===== src/rtl/sync_pkg.sv =====
// sync_pkg: shared helpers and depth limits for clock-domain pointer crossings.
package sync_pkg;
  localparam int SYNC_MIN_STAGES = 2;
  localparam int SYNC_MAX_STAGES = 4;
  localparam int PTR_MAX_W = 32;
  typedef logic [PTR_MAX_W-1:0] ptr_t;
  function automatic ptr_t gray2bin(input ptr_t g, input int w);
    ptr_t b = '0;
    for (int i = w - 1; i >= 0; i--) b[i] = g[i] ^ ((i == w - 1) ? 1'b0 : b[i+1]);
    return b;
  endfunction
  function automatic ptr_t bin2gray(input ptr_t b, input int w);
    ptr_t m = (ptr_t'(1) << w) - ptr_t'(1);
    return (b ^ (b >> 1)) & m;
  endfunction
  // clearing the lowest set bit leaves something only if two or more bits differ
  function automatic logic hamming_gt1(input ptr_t a, input ptr_t b);
    ptr_t d = a ^ b;
    return |(d & (d - ptr_t'(1)));
  endfunction
endpackage


===== src/rtl/sync_chain.sv =====
// sync_chain: per-bit multi-flop synchronizer with async active-low reset.
module sync_chain #(
  parameter int STAGES = 2,
  parameter int W = 4
) (
  input  logic         CLK,
  input  logic         RST,
  input  logic [W-1:0] ASYNC,
  output logic [W-1:0] SYNC
);
  logic [W-1:0] q [STAGES];
  always_ff @(posedge CLK or negedge RST)
    if (!RST) for (int i = 0; i < STAGES; i++) q[i] <= '0;
    else begin
      q[0] <= ASYNC;
      for (int i = 1; i < STAGES; i++) q[i] <= q[i-1];
    end
  assign SYNC = q[STAGES-1];
endmodule


===== src/rtl/gray_ptr_sync.sv =====
// gray_ptr_sync: gray pointer synchronizer with binary decode, change pulse and step-error tracking.
module gray_ptr_sync
  import sync_pkg::*;
#(
  parameter int NUM_STAGES = 2,
  parameter int ptr_adr = 4,
  parameter int ERR_CNT_W = 4
) (
  input  logic                 CLK,
  input  logic                 RST,
  input  logic [ptr_adr-1:0]   ASYNC_GRAY,
  input  logic                 ERR_CLR,
  output logic [ptr_adr-1:0]   SYNC_GRAY,
  output logic [ptr_adr-1:0]   SYNC_BIN,
  output logic                 PTR_CHG,
  output logic                 STEP_ERR,
  output logic [ERR_CNT_W-1:0] ERR_CNT
);
  generate
    if (NUM_STAGES < SYNC_MIN_STAGES || NUM_STAGES > SYNC_MAX_STAGES || ptr_adr < 2) begin : g_bad_cfg
      $error("gray_ptr_sync: NUM_STAGES must be 2..4 and ptr_adr at least 2");
    end
  endgenerate
  logic [ptr_adr-1:0] gray_q;
  logic err;
  sync_chain #(.STAGES(NUM_STAGES), .W(ptr_adr)) u_chain (
    .CLK(CLK),
    .RST(RST),
    .ASYNC(ASYNC_GRAY),
    .SYNC(SYNC_GRAY)
  );
  assign err = hamming_gt1(ptr_t'(SYNC_GRAY), ptr_t'(gray_q));
  // an error event in the same cycle as a clear wins and restarts the count at one
  always_ff @(posedge CLK or negedge RST)
    if (!RST) begin
      gray_q <= '0;
      SYNC_BIN <= '0;
      PTR_CHG <= 1'b0;
      STEP_ERR <= 1'b0;
      ERR_CNT <= '0;
    end else begin
      gray_q <= SYNC_GRAY;
      SYNC_BIN <= ptr_adr'(gray2bin(ptr_t'(SYNC_GRAY), ptr_adr));
      PTR_CHG <= SYNC_GRAY != gray_q;
      STEP_ERR <= err | (STEP_ERR & ~ERR_CLR);
      ERR_CNT <= err ? (ERR_CLR ? ERR_CNT_W'(1) : (&ERR_CNT ? ERR_CNT : ERR_CNT + ERR_CNT_W'(1)))
                     : (ERR_CLR ? '0 : ERR_CNT);
    end
endmodule


===== config.mk =====
export PLATFORM = sky130hd
export DESIGN_NAME = gray_ptr_sync
export DESIGN_NICKNAME = d
export VERILOG_FILES = /design/src/rtl/sync_pkg.sv /design/src/rtl/sync_chain.sv /design/src/rtl/gray_ptr_sync.sv
export SDC_FILE = /design/constraint.sdc
export NUM_CORES = 1
export LEC_CHECK = 0
export ABC_CLOCK_PERIOD_IN_PS = 1500
export BUFFER_PORTS_ARGS = -buffer_cell sky130_fd_sc_hd__buf_4
export CORE_UTILIZATION = 49
export DETAILED_ROUTE_END_ITERATION = 8
export GPL_ROUTABILITY_DRIVEN = 0
export PLACE_DENSITY_LB_ADDON = 0.12
export SETUP_SLACK_MARGIN = 0.5
export SYNTH_ARGS = -nofsm -noshare
export SYNTH_HDL_FRONTEND = slang
export SYNTH_SLANG_ARGS = --single-unit

===== constraint.sdc =====
create_clock -name CLK -period 1.5 [get_ports CLK]
set_input_delay 0.225 -clock CLK [delete_from_list [all_inputs] [get_ports CLK]]
set_output_delay 0.225 -clock CLK [all_outputs]
set_load 0.005 [all_outputs]

* Word level (Yosys, flattened, before mapping)
Cells that the tools add are included.
Word-level totals: register bits 22, output and inout port bits 14, bits of input ports 7
Operators by class: multiplexer cells 4, eq/ne operators 2, add/subtract/negate cells 2, bitwise operators 8, reductions and logical operators 4
Operator list (number):
- $and A4 B32 Y32 | 1
- $reduce_or A32 Y1 | 1
- $mux W4 | 4
- $sub A4 B1 Y5 const B | 1
- $add A4 B1 Y4 const B | 1
- $ne A4 B4 Y1 | 1
- $reduce_and A4 Y1 | 1
- $xor A4 B4 Y4 | 1
- $xor A1 B1 Y1 | 3
- $ne A2 B2 Y1 const B | 1
- $reduce_and A2 Y1 | 1
- $reduce_bool A2 Y1 | 1
- $and A1 B1 Y1 | 1
- $not A1 Y1 | 1
- $or A1 B1 Y1 | 1

* Depth between registers and ports, before layout
depth in word-level cells 6, depth in mapped cells 5, gate-level depth less buffers 5

* By module
Synthesis repeated with hierarchy kept, for this count alone.
Second synthesis, totals: cells, all modules 58, area, all modules 797.0 µm²
Modules (own cells, without submodules):
- gray_ptr_sync | area each 566.8 µm², cells each 46, instances 1
- sync_chain | area each 230.2 µm², cells each 12, instances 1

* Worst setup path after synthesis
No wires, ideal clock.
path type register -> register, start register u_chain.q, in the netlist u_chain.SYNC[1], end register ERR_CNT[1], slack 200 ps, clock period less this slack 1300 ps, data required time 1421 ps, arrival 1221 ps, cell stages (with the launch flop) 5, cell sequence dfrtp_1 xnor2_1 o211a_1 nor3_2 mux2i_1
On the way: cells in the longest elaborated chain, start to end 6, elaborated cells between the ends (all ways) 7, classes of those cells add/sub: 1; mux: 1; bitwise: 2; reduce/logical: 3
RTL lines:
- from (decl) | RTL line sync_chain.sv:11 | logic [W-1:0] q [STAGES];
- $xor A4 B4 Y4 (*) | RTL line sync_pkg.sv:18 | ptr_t d = a ^ b;
- $sub A4 B1 Y5 | RTL line sync_pkg.sv:19 | return |(d & (d - ptr_t'(1)));
- $and A4 B32 Y32 (*) | RTL line sync_pkg.sv:19
- $reduce_or A32 Y1 (*) | RTL line sync_pkg.sv:19
- $reduce_bool A2 Y1 (no line)
- $reduce_and A2 Y1 (no line)
- to (signal assigned) | RTL line gray_ptr_sync.sv:46 | ERR_CNT <= err ? (ERR_CLR ? ERR_CNT_W'(1) : (&ERR_CNT ? ERR_CNT : ERR_CNT + ERR_CNT_W'(1)))
- to (decl) | RTL line gray_ptr_sync.sv:17 | output logic [ERR_CNT_W-1:0] ERR_CNT
Mark *: on every way between the ends. The rest lies on a longest branch, timed or not. A chain may end at the register's enable or synchronous reset.

* Worst setup path in the final report
start register u_chain.q, in the netlist u_chain.SYNC[0], end register ERR_CNT[2]
The elaborated chain is that of the path after synthesis.

==> results.md <==
- Mapped cell area: 797 um^2
- Worst setup SP type: flop
- Max cap viols: 0
- Register area: 528 um^2
- Grt total ovfl: 0
- Hold depth: 2
- Status: completed
- RSZ-0062 raised after global routing: yes
- FF-to-FF End: ERR_CNT[2]$_DFFE_PN0P_
- GR Util met2: 27.7%
- Register area share after synthesis: 65.9%
- Syn avg cell area: 13.7 um^2
- Hold_sp: ERR_CLR
- Largest net degree at the start of global routing: 22
- DRC viols: 0
- Worst hold path class: input port to flop
- Yosys reg bits: 21
- Final hold violations: 0
- Die height: 42.3 um
- Port Buffers: 20
- Synth top cells by count: dfrtp_1 (21), buf_4 (5), xnor2_1 (4)
- GRT met1 Usage: 21.6%
- Clk pin slew, worst setup/hold paths: 0.12 ns
- CTS tree: built
- Final #Nets: 103
- GRT Overall Usage: 17.2%
- PwrDens: 1030 mW/mm^2
- Critical Path Fanout Max: 5
- R2r worst-path depth: 4
- Most numerous cell in the Yosys netlist: dfrtp_1
- Clock Skew: 0.00942 ns
- DR WL/cell: 14.3 um
- Setup_tns: 0 ns
- Yosys top cell area share: 65.9%
- Diode count: 0
- Synthesized instance count: 58
- CTS root buf: clkbuf_4
- Area occupied by multi-input gates: 302 um^2
- Worst slew pin tran: 0.345 ns
- Yosys top cell by area: dfrtp_1
- I/O pin total: 21
- # rows: 14
- P_leak: 0.588 nW
- Post-synth EDFFs: 0
- YS warnings: 0
- Final setup vio count: 0
- Worst-Skew Late Latency: 0.30 ns
- Pre-antenna DRT Iters: 3
- Initial antenna violation count: 0
- Vias per cell: 5.09
- Post-synth net total: 66
- Netlist cell types: 20
- Initial DRC Count: 8
- Peak VDD IR: 1.01 mV
- Fillcell total: 83
- Die width: 42.3 um
- Tcrit/Tclk final: 96.5%
- H-tree Lvls: 1
- Post-route ant nets: 0
- Worst R2R Setup Slack: 0.05 ns
- First-pass GRT wire length: 2210 um
- Crit. End Element: flop
- Final slew viol count: 0
- Period minus WS final: 1.45 ns
- Ys async rst share: 100%
- Routed wire length: 1580 um
- Vias: 560
- Req. time, crit path: 1.71 ns
- Clk sinks: 21
- Buffer depth of the longest clock path: 2
- Grt peak-use layer: met2
- Placed Instances: 89
- FMAX: 0.691 GHz
- Share of layout cells above drive strength 1: 48.9%
- Full die area: 0.00179 mm^2
- Reg2Reg Launch Point: u_chain.SYNC[0]$_DFF_PN0_
- Kind of critical path: flop to flop
- Arrival time at the worst endpoint: 1.65 ns
- Hold endpoint: ERR_CNT[2]$_DFFE_PN0P_
- Vias in the first global route: 503
- Slew Limit Headroom: 76.9%
- Area of the core: 0.00151 mm^2
- Met3 usage: 3.88%
- TritonCTS buffer count: 3
- Area Growth Syn to Fin: 55.7%
- Main synth FF type: dfrtp_1
- Synth area leaders: dfrtp_1 (66%), buf_4 (4.7%), xnor2_1 (4.4%), xor2_1 (3.3%), o211ai_1 (2.8%)
- Final Non-Filler Cells: 110
- Starting Density: 52.9%
## worst max-delay path by stage
stage	start	endpoint	slack [ns]	cells past startpoint
global placement	u_chain.SYNC[3]$_DFF_PN0_	ERR_CNT[1]$_DFFE_PN0P_	0.13	4
global route	u_chain.SYNC[2]$_DFF_PN0_	ERR_CNT[2]$_DFFE_PN0P_	-0.04	4
detailed placement	u_chain.SYNC[3]$_DFF_PN0_	ERR_CNT[1]$_DFFE_PN0P_	0.11	4
floorplan	u_chain.SYNC[3]$_DFF_PN0_	ERR_CNT[1]$_DFFE_PN0P_	0.23	4
CTS	u_chain.SYNC[1]$_DFF_PN0_	ERR_CNT[1]$_DFFE_PN0P_	0.11	4
finish	u_chain.SYNC[0]$_DFF_PN0_	ERR_CNT[2]$_DFFE_PN0P_	0.05	4
## worst max-delay path, cell delays in order (launching register included)
cell and delay, ns:
dfrtp_2 0.47, xnor2_4 0.17, o211ai_1 0.32, a31oi_1 0.14, a311oi_1 0.25
## per-stage QoR
step | power [mW] | worst slack, ns | hold slack, ns | area [um^2] | utilization [%]
2_1_floorplan | 0.787 | 0.228 | -0.0706 | 830 | -
3_3_place_gp | 0.887 | 0.131 | 0.116 | 962 | 63.9
3_5_place_dp | 0.890 | 0.106 | 0.118 | 962 | 63.9
4_1_cts | 1.23 | 0.114 | 0.0110 | 1130 | 74.9
5_1_grt | 1.34 | -0.0359 | 0.0999 | 1240 | 82.4
6_report | 1.28 | 0.0532 | 0.101 | 1240 | 82.4
## cells in the final DEF, fill, tap and decap left out, types with 2 or more instances in the layout
cell	count
nand2_1	3
o211ai_1	3
dfrtp_2	2
xnor2_2	2
buf_4	14
dfrtp_1	19
a31oi_1	2
buf_6	18
o211a_1	2
dlygate4sd3_1	5
a311oi_1	2
clkbuf_4	3
and3_1	2
xnor2_4	2
xor2_1	2
## state kept, by name, summed over array words and instances, names as in the netlist
| name | flops |
|---|---|
| gray_q | 3 |
| u_chain.q | 4 |
| STEP_ERR | 1 |
| u_chain.SYNC | 4 |
| ERR_CNT | 4 |
| PTR_CHG | 1 |
| SYNC_BIN | 4 |
## repair_timing
item,4_1_cts,5_1_grt
hold endpoints to repair,21,4
hold buffers,1,4
resized for setup,16,10
pin swaps,5,3
setup endpoints to repair,21,22
setup buffers,8,4
## power by group
| part | internal, mW | leakage, nW | switching (mW) | total, mW |
|---|---|---|---|---|
| Sequential | 0.620 | 0.244 | 0.0455 | 0.665 |
| Clock | 0.101 | 0.0139 | 0.173 | 0.274 |
| Combinational | 0.208 | 0.330 | 0.129 | 0.337 |
| Total | 0.929 | 0.588 | 0.348 | 1.28 |
## cells by family after synthesis
family / after synthesis / synth area share (%)
compound gates: 12 / 11.6
xor+xnor: 7 / 7.69
fa+ha+maj: 1 / 1.57
buf+inv: 6 / 5.18
flops: 21 / 65.9
mux: 1 / 1.26
simple gates: 10 / 6.75
## cell type report
cell class,instances,share of cell area (%)
timing repair buffer,37,28.8
clock buffer,3,1.81
tap,16,1.61
inverter,1,0.302
sequential,21,42.5
multi-input combinational,31,24.3
clock inverter,1,0.605
## layer usage
metal / vias to the layer above / wire length [um]
li1: 274 / -
met1: 271 / 665
met2: 13 / 839
met3: 2 / 47
met4: 0 / 23
met5: - / 0
Power figures use the tool's default switching activity.
